--- src/rtl/clock_divider_meter_pkg.sv ---
// Shared definitions for the clock divider meter: FSM state encoding and
// default sizing for the half-period counter.
package clock_divider_meter_pkg;

  // Measurement FSM states
  typedef enum logic [1:0] {
    ST_IDLE    = 2'd0,
    ST_ARM     = 2'd1,
    ST_MEASURE = 2'd2
  } state_e;

  // Default counter/result width
  localparam int CNT_W_DEFAULT = 32;

  // Default half-period length beyond which a timeout is declared
  localparam logic [31:0] MAX_COUNT_DEFAULT = 32'hFFFF_FFFE;

  // Default number of identical results in a row needed for lock
  localparam int LOCK_N_DEFAULT = 4;

endpackage : clock_divider_meter_pkg

--- src/rtl/clock_divider_meter_sync_edge_detect.sv ---
// Two-flop synchronizer plus a third flop for edge detection. Any change of
// the asynchronous input (rising or falling) yields a one-cycle edge pulse.
// Reusable for any block that consumes an asynchronous level.
module sync_edge_detect (
  input  logic clk,
  input  logic reset,
  input  logic async_in,
  output logic edge_pulse
);

  logic sync1_q, sync1_d;
  logic sync2_q, sync2_d;
  logic sync3_q, sync3_d;

  // Shift the input one stage down the chain each clock
  always_comb begin
    sync1_d = async_in;
    sync2_d = sync1_q;
    sync3_d = sync2_q;
  end

  // Synchronizer and edge-detect flops, cleared asynchronously
  always_ff @(posedge clk or posedge reset) begin
    if (reset) begin
      sync1_q <= 1'b0;
      sync2_q <= 1'b0;
      sync3_q <= 1'b0;
    end else begin
      sync1_q <= sync1_d;
      sync2_q <= sync2_d;
      sync3_q <= sync3_d;
    end
  end

  // Any difference between the last two synchronized samples is an edge
  assign edge_pulse = sync2_q ^ sync3_q;

endmodule : sync_edge_detect

--- src/rtl/clock_divider_meter.sv ---
// Half-period meter for a slow square wave, counted in fast clk cycles.
// Each detected inClk edge closes one measurement and opens the next; the
// result is published on measCount with a one-cycle measValid pulse.
// Optional lock detection is built when CLOCK_DIVIDER_METER_LOCK_DETECT_EN
// is defined; otherwise locked is a constant 0.
module clock_divider_meter
  import clock_divider_meter_pkg::*;
#(
  parameter int               CNT_W     = CNT_W_DEFAULT,
  parameter logic [CNT_W-1:0] MAX_COUNT = CNT_W'(MAX_COUNT_DEFAULT),
  parameter int               LOCK_N    = LOCK_N_DEFAULT
) (
  input  logic             clk,
  input  logic             reset,
  input  logic             inClk,
  input  logic             enable,
  output logic [CNT_W-1:0] measCount,
  output logic             measValid,
  output logic             timeout,
  output logic             locked
);

  localparam logic [CNT_W-1:0] CNT_ONE = CNT_W'(1);

  // The counter must never reach all-ones, so MAX_COUNT has to stay below it
  if (MAX_COUNT >= {CNT_W{1'b1}}) begin : g_max_count_check
    $error("clock_divider_meter: MAX_COUNT must be below 2**CNT_W-1");
  end
  if (LOCK_N < 1) begin : g_lock_n_check
    $error("clock_divider_meter: LOCK_N must be at least 1");
  end

  state_e           state_q, state_d;
  logic [CNT_W-1:0] counter_q, counter_d;
  logic [CNT_W-1:0] meas_count_q, meas_count_d;
  logic             meas_valid_q, meas_valid_d;
  logic             timeout_q, timeout_d;
  logic             edge_s;
  logic             at_max_s;

  sync_edge_detect u_sync_edge_detect (
    .clk        (clk),
    .reset      (reset),
    .async_in   (inClk),
    .edge_pulse (edge_s)
  );

  assign at_max_s = (counter_q == MAX_COUNT);

  // FSM state register
  always_ff @(posedge clk or posedge reset) begin
    if (reset) begin
      state_q <= ST_IDLE;
    end else begin
      state_q <= state_d;
    end
  end

  // Next-state logic; dropping enable always returns to IDLE
  always_comb begin
    state_d = state_q;
    if (!enable) begin
      state_d = ST_IDLE;
    end else begin
      case (state_q)
        ST_IDLE: begin
          state_d = ST_ARM;
        end
        ST_ARM: begin
          if (edge_s) begin
            state_d = ST_MEASURE;
          end else begin
            state_d = ST_ARM;
          end
        end
        ST_MEASURE: begin
          // An edge coinciding with MAX_COUNT is a normal measurement
          if (edge_s) begin
            state_d = ST_MEASURE;
          end else if (at_max_s) begin
            state_d = ST_ARM;
          end else begin
            state_d = ST_MEASURE;
          end
        end
        default: begin
          state_d = ST_IDLE;
        end
      endcase
    end
  end

  // Counter, result capture and timeout flag per state
  always_comb begin
    counter_d    = counter_q;
    meas_count_d = meas_count_q;
    meas_valid_d = 1'b0;
    timeout_d    = timeout_q;
    if (!enable) begin
      counter_d = '0;
    end else begin
      case (state_q)
        ST_IDLE: begin
          // Leaving IDLE starts a fresh session, so forget old timeouts
          counter_d = '0;
          timeout_d = 1'b0;
        end
        ST_ARM: begin
          // First edge only starts counting; the partial period is dropped
          if (edge_s) begin
            counter_d = CNT_ONE;
          end else begin
            counter_d = '0;
          end
        end
        ST_MEASURE: begin
          if (edge_s) begin
            meas_count_d = counter_q;
            meas_valid_d = 1'b1;
            counter_d    = CNT_ONE;
          end else if (at_max_s) begin
            timeout_d = 1'b1;
            counter_d = '0;
          end else begin
            counter_d = counter_q + CNT_ONE;
          end
        end
        default: begin
          counter_d = '0;
        end
      endcase
    end
  end

  // Datapath and output registers
  always_ff @(posedge clk or posedge reset) begin
    if (reset) begin
      counter_q    <= '0;
      meas_count_q <= '0;
      meas_valid_q <= 1'b0;
      timeout_q    <= 1'b0;
    end else begin
      counter_q    <= counter_d;
      meas_count_q <= meas_count_d;
      meas_valid_q <= meas_valid_d;
      timeout_q    <= timeout_d;
    end
  end

  assign measCount = meas_count_q;
  assign measValid = meas_valid_q;
  assign timeout   = timeout_q;

`ifdef CLOCK_DIVIDER_METER_LOCK_DETECT_EN
  localparam int                 MATCH_W     = $clog2(LOCK_N) + 1;
  localparam logic [MATCH_W-1:0] LOCK_TARGET = MATCH_W'(LOCK_N - 1);
  localparam logic [MATCH_W-1:0] MATCH_ONE   = MATCH_W'(1);

  logic [MATCH_W-1:0] match_q, match_d;
  logic               have_prev_q, have_prev_d;
  logic               locked_q, locked_d;
  logic               meas_evt_s;
  logic               clear_evt_s;

  // A result is produced exactly when MEASURE sees an edge while enabled
  assign meas_evt_s  = enable && (state_q == ST_MEASURE) && edge_s;
  // Timeout, IDLE or disable restart the run of equal results
  assign clear_evt_s = !enable || (state_q == ST_IDLE) ||
                       ((state_q == ST_MEASURE) && !edge_s && at_max_s);

  // Track consecutive equal results; lock when LOCK_N in a row agree
  always_comb begin
    match_d     = match_q;
    have_prev_d = have_prev_q;
    locked_d    = locked_q;
    if (clear_evt_s) begin
      match_d     = '0;
      have_prev_d = 1'b0;
      locked_d    = 1'b0;
    end else if (meas_evt_s) begin
      // Only results from the current session count as "previous"
      if (have_prev_q && (counter_q == meas_count_q)) begin
        if (match_q < LOCK_TARGET) begin
          match_d = match_q + MATCH_ONE;
        end else begin
          match_d = match_q;
        end
      end else begin
        match_d = '0;
      end
      have_prev_d = 1'b1;
      locked_d    = (match_d >= LOCK_TARGET);
    end else begin
      match_d = match_q;
    end
  end

  // Lock-detect registers
  always_ff @(posedge clk or posedge reset) begin
    if (reset) begin
      match_q     <= '0;
      have_prev_q <= 1'b0;
      locked_q    <= 1'b0;
    end else begin
      match_q     <= match_d;
      have_prev_q <= have_prev_d;
      locked_q    <= locked_d;
    end
  end

  assign locked = locked_q;
`else
  assign locked = 1'b0;
`endif

endmodule : clock_divider_meter

--- config.mk ---
export PLATFORM = sky130hd
export DESIGN_NAME = clock_divider_meter
export DESIGN_NICKNAME = d
export VERILOG_FILES = /design/src/rtl/clock_divider_meter_pkg.sv /design/src/rtl/clock_divider_meter_sync_edge_detect.sv /design/src/rtl/clock_divider_meter.sv
export SDC_FILE = /design/constraint.sdc
export NUM_CORES = 1
export LEC_CHECK = 0
export BUFFER_PORTS_ARGS = -buffer_cell sky130_fd_sc_hd__buf_4
export CORE_UTILIZATION = 59
export CTS_BUF_LIST = sky130_fd_sc_hd__clkbuf_4
export DETAILED_ROUTE_END_ITERATION = 7
export GPL_TIMING_DRIVEN = 0
export PLACE_DENSITY = 0.91
export SLEW_MARGIN = 0
export SYNTH_ARGS = -nofsm -noshare
export SYNTH_HDL_FRONTEND = slang
export SYNTH_SLANG_ARGS = --single-unit
export TNS_END_PERCENT = 1
--- constraint.sdc ---
create_clock -name clk -period 3.6 [get_ports clk]
set_clock_uncertainty 0.15 [all_clocks]
set_input_delay 1.08 -clock clk [delete_from_list [all_inputs] [get_ports clk]]
set_output_delay 1.08 -clock clk [all_outputs]
set_load 0.1 [all_outputs]
After elaboration in Yosys (flattened, before gate mapping)

Cells that the tools add are included.

Memories: 0
Register bits: 71
Output and inout port bits: 35
Bits of input ports: 4
Latch bits: 0
RAM bits: 0
Logic and storage cells: 35
Memory bits (read-only): 0

Equal/unequal tests: 5
Magnitude comparators: 0
Reductions and logical operators: 4
Add/sub/neg operators: 1
Div/mod/pow operators: 0
Multiply operators: 0
Shift operators: 0
Mux-type cells: 16
Bitwise logic cells: 1

Operators with widths:

| cell                                           | count |
|---|---|
| two-way mux 32 bit                             | 3 |
| case mux 32 bit (2 select lines)               | 1 |
| adder 32 x 1 -> 32 bit (second input constant) | 1 |
| == test 32 bit (second input constant)         | 1 |
| two-way mux 2 bit                              | 4 |
| two-way mux 1 bit                              | 6 |
| case mux 2 bit (3 select lines)                | 1 |
| != test 2 bit (second input constant)          | 2 |
| AND reduction 4 bit                            | 1 |
| AND reduction 3 bit                            | 1 |
| == test 2 x 1 -> 1 bit (second input constant) | 1 |
| == test 2 bit (second input constant)          | 1 |
| zero test 2 bit                                | 1 |
| case mux 1 bit (2 select lines)                | 1 |
| nonzero test 2 bit                             | 1 |
| XOR 1 bit                                      | 1 |

Depth between registers and ports, before layout

Gate-level depths: netlist of run 1.

Depth in word-level cells: 5
Gate-level depth with buffers: 9
Gate-level depth less buffers: 7

Modules after synthesis

From an unflattened synthesis of run 1, not the netlist that was laid out.

Cell total of the unflattened synthesis: 279
Area total of the unflattened synthesis: 3205.6 µm²

Modules (own cells, without submodules):

| module              | cells each | sequential area each (µm²) | area an instance (µm²) | instances |
|---|---|---|---|---|
| clock_divider_meter | 274        | 1701.6                     | 3118.0                 | 1 |
| sync_edge_detect    | 5          | 75.1                       | 87.6                   | 1 |

Worst setup path before layout of run 1

No wires, ideal clock.

Kind: in2reg
Start point: in enable
End point: reg meas_count_q[0], in the netlist measCount[0]
Setup slack: 1.222 ns
Path buffers: 1
Stages: 4
Arrival time: 2.103 ns
Cell sequence: nand2_1 -> nor2_1 -> clkbuf_1 -> mux2_2

Word-level cells in the longest chain between the ends: 1

Ends and longest elaborated chain:

| item                                 | line                       | RTL |
|---|---|---|
| start: declaration                   | clock_divider_meter.sv:16  | `input logic enable,` |
| AND reduction 3 bit (no source line) | n/a                        |  |
| end signal: assignment               | clock_divider_meter.sv:144 | `meas_count_q <= meas_count_d;` |
| end: declaration                     | clock_divider_meter.sv:35  | `logic [CNT_W-1:0] meas_count_q, meas_count_d;` |

Every way passes these cells.
A chain may end at the register's enable or synchronous reset.

Worst setup path after layout of run 1

Start point: reg state_q[0]
End point: reg meas_count_q[20], in the netlist measCount[20]

Word-level cells in the longest chain between the ends: 2

Ends and longest elaborated chain:

| item                                 | line                       | RTL |
|---|---|---|
| start: declaration                   | clock_divider_meter.sv:33  | `state_e state_q, state_d;` |
| start signal: assignment             | clock_divider_meter.sv:55  | `state_q <= state_d;` |
| == test 2 bit                        | clock_divider_meter.sv:102 | `case (state_q)` |
| AND reduction 3 bit (no source line) | n/a                        |  |

Every way passes these cells.

==> results of run 1 <==
power groups by stage:
| stage | logic (mW) | registers (mW) | clock network [mW] |
|---|---|---|---|
| after global routing | 0.0943 | 0.813 | 0.428 |
| after floorplan | 0.0509 | 0.838 | 0 |
| after CTS | 0.0859 | 0.811 | 0.396 |
| after detailed placement | 0.0842 | 0.827 | 0 |
| final | 0.0853 | 0.811 | 0.391 |
| after global placement | 0.0788 | 0.827 | 0 |
per-stage QoR:
step	setup TNS [ns]	instances	utilization [%]	hold slack (ns)
final	0	386	71.0	0.211
after global routing	0	386	71.0	0.226
after CTS	0	386	71.0	0.211
after detailed placement	0	373	69.3	0.188
after global placement	-11.92	373	69.3	0.185
after floorplan	0	266	-	0.181
cell type report:
class / instances / area (µm²)
Buffer: 11 / 71.3
Tap cell: 70 / 87.6
Sequential cell: 71 / 1780
Clock inverter: 3 / 13.8
Clock buffer: 10 / 75.1
Fill cell: 370 / 1500
Multi-Input combinational cell: 174 / 1330
Inverter: 10 / 40.0
Timing Repair Buffer: 37 / 278
worst paths after layout:
| kind | slack (ns) | cells after the start | end |
|---|---|---|---|
| worst max-delay path | 1.07 | 6 | measCount[20] |
| worst min-delay path | 0.21 | 0 | u_sync_edge_detect.sync2_q |
| worst max register to register | 1.07 | 6 | measCount[20] |
| worst min register to register | 0.21 | 0 | u_sync_edge_detect.sync2_q |
| max in group asynchronous | 2.06 | 2 | counter_q[14] |
| min in group asynchronous | 0.70 | 2 | u_sync_edge_detect.sync3_q |
logic make-up (layout without fill, tap and decap cells):
logic type | Yosys count | in the layout | share of synthesized area, %
other cells | 1 | 1 | 0.117
flops | 71 | 71 | 55.2
mux | 32 | 32 | 11.2
simple gates | 95 | 95 | 17.7
compound gates | 10 | 10 | 1.87
buf+inv | 21 | 71 | 3.38
xor+xnor | 30 | 30 | 8.17
fa+ha+maj | 6 | 6 | 2.33
state kept, by name, indices dropped and copies added, names as in the netlist:
name	cells
u_sync_edge_detect.sync2_q	1
state_q	2
u_sync_edge_detect.sync3_q	1
timeout	1
measCount	32
u_sync_edge_detect.sync1_q	1
counter_q	32
measValid	1
worst register-to-register path, cell delays in order, from the launching register on:
cell                       delay (ns)
sky130_fd_sc_hd__dfrtp_1         0.42
sky130_fd_sc_hd__inv_1           0.09
sky130_fd_sc_hd__ha_1            0.28
sky130_fd_sc_hd__nand2_1         0.09
sky130_fd_sc_hd__nor2_1          0.46
sky130_fd_sc_hd__clkbuf_1        0.53
sky130_fd_sc_hd__mux2_2          0.41
cell usage in the layout (no fill, tap or decap), drive strengths merged, types with 2 or more instances in the layout:
cell type | synthesis | layout
clkinv | 0 | 3
nor4 | 8 | 8
dfrtp | 71 | 71
nand2b | 2 | 2
or4 | 2 | 2
and4 | 3 | 3
xor2 | 8 | 8
nand2 | 14 | 14
buf | 8 | 45
and3 | 2 | 2
clkbuf | 3 | 13
o21ai | 2 | 2
nand4 | 10 | 10
mux2 | 32 | 32
nor2 | 37 | 37
nand3 | 10 | 10
a21oi | 5 | 5
ha | 6 | 6
inv | 10 | 10
xnor2 | 22 | 22
nor3 | 6 | 6
layer usage:
| metal | vias up | global-route usage [%] |
|---|---|---|
| met5 | - | 0 |
| met4 | 0 | 11.5 |
| met3 | 15 | 3.70 |
| met2 | 59 | 42.4 |
| met1 | 1096 | 30.6 |
| li1 | 993 | - |
==> results summary, run 1 <==
The nature of the critical path endpoint is a flop. The sequential share of power is 63.0%. Counting flops with a built-in enable in the synthesized netlist gives 0.

After technology mapping, the gate count stands at 266. The per-instance average area after synthesis came out at 12.1 µm². The remaining number of nets flagged by the antenna check after routing came out at 0. The starting density of the core came out at 62.2%. The placed instances occupy a cell area of 3580 µm². The worst hold path begins at u_sync_edge_detect.sync1_q. Routability-driven placement finished with a final weighted congestion of 0.811. After detailed routing, the number of remaining DRC violations is 0. Sequential elements use 55.2% of the synthesized area. The overall power came out at 1.29 mW. The slew at the pin with the worst max-slew slack came out at 0.873 ns. Measured against its own limit, the worst slew margin works out to 41.3%.

In this design, the largest share of critical-path delay is due to buffers and inverters. The count of TritonRoute iterations in the first routing pass came out at 4. Entering global routing, the biggest net connects 72 pins. The H-tree was split into 3 levels.

After detailed routing, the met3 layer carries 188 µm of wire. The number of max-slew violations in the final report is 0. After detailed routing, the total wire length is 6210 µm. The synthesized net count came out at 276. TritonCTS built the clock tree. The peak clock frequency supported by timing came out at 395 MHz. The number of buffers inserted by post-CTS setup repair is 0. The fraction of synthesis flops using an asynchronous set or reset pin came out at 100%. Summed over all instances, the cell type with the most area after synthesis is sky130_fd_sc_hd__dfrtp_1. STA classifies the critical path startpoint as a flop.

In this run switching power makes up 25.2% of total power. The number of buffers created by CTS is 9. Among all cell types in the netlist, the one instantiated most often is sky130_fd_sc_hd__dfrtp_1. The setup violation total in the final timing report came out at 0. The count of pins on the block boundary is 39. Together, buffers and inverters on the worst path number 2. Using the TritonRoute via totals, the vias-per-cell ratio works out to 5.60.

The max-cap violation count came out at 0. The total non-filler cell area in the finished layout is 3670 µm². Power spread over the standard cell area amounts to 351 nW/µm².

In this design, the stage delay of the slowest critical-path cell is 0.53 ns. The total global-route track usage came out at 24.6%. The number of clock sinks is 71. From left edge to right edge, the die measures 75.8 µm. For this run, the leading register cell type out of synthesis is sky130_fd_sc_hd__dfrtp_1. The clock transition at the registers of the reported paths is 0.10 ns. The worst path uses 70.3% of the clock period.

The port buffer count is 37. After detailed routing, the average wire length per cell comes to 16.1 µm. The core footprint came out at 5170 µm². The final critical path time including I/O delays and setup is 2.53 ns. Ranked by instance count, the synthesized netlist is headed by sky130_fd_sc_hd__dfrtp_1 (71), sky130_fd_sc_hd__nor2_1 (33), sky130_fd_sc_hd__mux2_2 (32), sky130_fd_sc_hd__xnor2_1 (22), sky130_fd_sc_hd__nand2_1 (14). The layout net count came out at 324. The tightest min-delay check is of the reg -> reg type. Internal power comes to 0.963 mW. OpenSTA, run right after detailed placement, puts the worst setup slack at 0.676 ns. The worst path meets setup with 1.07 ns of slack. The HPWL after detailed placement is 4270 µm. The buffer levels on the longest clock path came out at 2. The critical path launch point is state_q[0]. The source-to-sink clock delay at the later pin of the worst-skew pair came out at 0.40 ns.

The run finished with clean final reports. The count of final hold-check violations is 0. The number of antenna cells inserted is 0. The routed via count is 2163. The cell area that synthesis handed to floorplanning was 3220 µm².

In this run, post-CTS repair resized a total of 0 instances. Global routing finished with a remaining overflow of 0. The initial antenna violation count came out at 0.

Traced cell by cell, the critical path runs through inv_1, ha_1, nand2_1, nor2_1, clkbuf_1, mux2_2. The fraction of final layout cells sized beyond drive strength 1 is 34.2%. The wire length of the first global-routing pass came out at 10200 µm. The required time of the critical path is 3.74 ns.

The die outline area came out at 5750 µm². The Yosys step of the flow raised 0 warnings. The number of global-route vias before repair is 2209.

The largest driver fanout on the critical path came out at 10. The number of buffers added to fix hold violations after cts came out at 0. The number of core rows is 26. The signed area change from the synthesized netlist to the final layout is 14.2%. After synthesis, the cell types taking the most area are sky130_fd_sc_hd__dfrtp_1 (55%), sky130_fd_sc_hd__mux2_2 (11%), sky130_fd_sc_hd__xnor2_1 (6.0%). The arrival time of the worst setup path is 2.67 ns. The wire length the detailed router placed on met1 is 2650 µm.

The synthesized design devotes to its leading area cell type 55.2% of total area. The switching power of the nets came out at 0.325 mW. The worst-case IR drop observed on VDD is 0.266 mV. Setup repair after global routing left no endpoint under its margin. Summed over all cells, the static leakage comes to 1.70 nW.

Clock tree synthesis selected as its root buffer the cell sky130_fd_sc_hd__clkbuf_4. The highest layer touched by signal routing is met4. The share of total power in the clock network came out at 30.4%. The DRC violation total after the first TritonRoute iteration is 183.

The sum of met2 wire segment lengths after detailed routing came out at 3250 µm. The register bit total from synthesis came out at 71. In this run, distinct cell masters in the synthesized netlist total 34. The startpoint of the most critical register-to-register path is state_q[0]. Of the total power, combinational logic draws 6.6%.

The setup path with the least slack is of type reg -> reg. The slowest stage of the critical path is the sky130_fd_sc_hd__clkbuf_1 cell. The die outline height is 75.8 µm.
No activity file was read; power rests on OpenSTA's default activity.
==> run 2, diff against run 1 <==
Settings changed: CORE_UTILIZATION 59 to 54, PLACE_DENSITY 0.91 to 0.88.
Clock period 3.6 ns to 2.1 ns, I/O delays scaled along.
==> results summary, run 2 (same netlist as run 1, synthesis figures left out) <==
The worst hold slack after final layout came out at 0.151 ns. Routability-driven placement finished with a final weighted congestion of 0.804. The horizontal extent of the die came out at 79.2 µm. The leading cell type in the layout, fill and taps excluded is sky130_fd_sc_hd__dfrtp_1. The slew at the pin with the worst max-slew slack came out at 0.714 ns. The register-to-register path setup slack came out at -0.07 ns. The H-tree generated during clock tree synthesis spans 3 levels. The total non-filler cell area in the finished layout is 4040 µm². Counting along the longest clock path gives a buffer depth of 2. The library cell contributing the largest single delay on the critical path is sky130_fd_sc_hd__or4_4.

The post-detailed-routing wire length is 6670 µm. The final reports fail on setup timing. The worst setup path is launched from a flop. The total global-route track usage came out at 21.6%. The source-to-sink clock delay at the later pin of the worst-skew pair is 0.43 ns. The buffers plus inverters on the worst setup path is 1. TritonCTS built the clock tree. The core footprint came out at 5610 µm². After detailed routing, the average wire length per cell comes to 16.4 µm. The remaining max-slew budget at the tightest pin is 52.3%. Clock tree synthesis selected as its root buffer the cell sky130_fd_sc_hd__clkbuf_4. The number of max-slew violations in the final report came to 0. For this design, the CTS-stage hold fixing added 0 buffers. STA classifies the critical path endpoint as a flop. The largest driver fanout on the critical path is 10.

The category of cells accounting for the largest share of critical-path delay is simple AND/OR/NAND/NOR gates. The power density of the placed cells is 652 nW/µm². The number of clock sinks came out at 71. The detailed router finished its first iteration with 174 violations.

In the layout the commonest cells are sky130_fd_sc_hd__dfrtp_1 (60), sky130_fd_sc_hd__buf_4 (54), sky130_fd_sc_hd__mux2_2 (32), sky130_fd_sc_hd__nor2_1 (32), sky130_fd_sc_hd__xnor2_1 (22). For this run the aggregate overflow at the end of global routing stands at 0. The layout net count came out at 339. The floorplan step set the die height to 79.2 µm. The count of placed standard cells in the final layout, fillers left out came out at 406. Setup repair after global routing could not meet its margin everywhere. The final critical path time including I/O delays and setup is 2.17 ns. Detailed placement ended at an HPWL of 4050 µm. The clock transition at the registers of the reported paths is 0.12 ns. The arrival time of the worst setup path came out at 2.34 ns. The worst setup path is of the reg -> reg kind. In this run the critical register-to-register path is captured at counter_q[30].

The floorplan step defined a die boundary enclosing 6270 µm². The initial antenna violation count is 0. The cell count of the worst reg-to-reg path is 6. The startpoint of the most critical register-to-register path is counter_q[8].

The total stage count of the critical path is 6. The cell count after placement is 376. The number of global-route vias before repair is 2134. The signed area change from the synthesized netlist to the final layout is 25.6%. The fraction of final layout cells sized beyond drive strength 1 came out at 44.0%. The number of clock buffers added by TritonCTS is 9. In the finished design, the share of the clock period the worst path needs comes to 103%. The sum of negative setup slack came out at -1.21 ns. The area used by multi-input combinational logic came out at 1400 µm². The setup violation total in the final timing report came out at 31. The starting density of the core is 57.4%. The required time of the critical path came out at 2.27 ns. The max-cap violation count is 0. The post-place setup slack came out at -0.445 ns. The run finished, with violations left. The number of core rows is 27. The termination of the worst setup path is counter_q[30]. The largest incremental delay on the critical path is 0.63 ns. The count of pins on the block boundary is 39. The first global-routing pass estimated 10200 µm of wire.

Across all setup checks in the final design, the least slack found is -0.0721 ns. The detail route stage leaves a number of antenna-violating nets equal to 0. In the routed layout, each cell is associated on average with a via count of 5.49. The type of the worst min-delay path is in -> async. The count of final hold-check violations is 0. The share of the core filled with cells in the final layout came out at 72.1%.

Entering global routing, the biggest net connects 40 pins. After detailed placement, the total cell area comes to 3610 µm². The filler cell count in the final layout is 378. In the routed design, unresolved DRC markers number 0. The peak clock frequency supported by timing came out at 460 MHz. The overall power is 2.64 mW.

The maximum vdd ir drop is 0.447 mV. The repair_antennas step left the layout with diodes totalling 0. The standby leakage power came out at 1.91 nW. Detailed routing inserted a total of 2230 vias. The total area of sequential cells is 1790 µm².

The count of TritonRoute iterations in the first routing pass is 4. Traced cell by cell, the critical path runs through nand4_4, or4_4, buf_12, nor4_2, xnor2_1, nor2_2. The port buffer count came out at 37.

The most critical setup path has its startpoint at counter_q[8].
==> run 2: layout make-up <==
type	count	share of cell area, %
multi-input combinational	174	34.7
inverter	10	1.02
sequential	71	44.3
buffer	11	3.03
timing repair buffer	52	10.3
clock inverter	7	2.76
clock buffer	9	1.67
tap	72	2.23
==> run 2: how the worst min path moves through the flow <==
stage / endpoint / slack (ns) / depth (start not counted)
after CTS: u_sync_edge_detect.sync1_q / 0.16 / 1
after floorplan: u_sync_edge_detect.sync2_q / 0.18 / 0
after global routing: u_sync_edge_detect.sync1_q / 0.15 / 1
after global placement: u_sync_edge_detect.sync2_q / 0.18 / 0
final: measCount[9] / 0.15 / 2
after detailed placement: u_sync_edge_detect.sync2_q / 0.19 / 0
==> run 2: metal layers <==
| metal | global-route usage (%) | share of wire (%) | vias to the layer above |
|---|---|---|---|
| li1 | - | - | 1032 |
| met1 | 28.1 | 42 | 1125 |
| met2 | 35.3 | 52 | 57 |
| met3 | 4.37 | 3.8 | 16 |
| met4 | 9.27 | 2.2 | 0 |
| met5 | 0 | 0 | - |
==> run 2: power breakdown <==
| part | switching (mW) | leakage [nW] | internal [mW] |
|---|---|---|---|
| clock | 0.492 | 0.0933 | 0.594 |
| combinational | 0.109 | 0.849 | 0.0501 |
| sequential | 0.0100 | 0.965 | 1.38 |
| total | 0.611 | 1.91 | 2.02 |
==> run 2: timing repair <==
item	4_1_cts	5_1_grt
buffers inserted	1	13
gates resized for setup	20	27
pin swaps	4	7
endpoints found under the hold margin	0	0
setup endpoints to repair	62	62
cloned	0	0
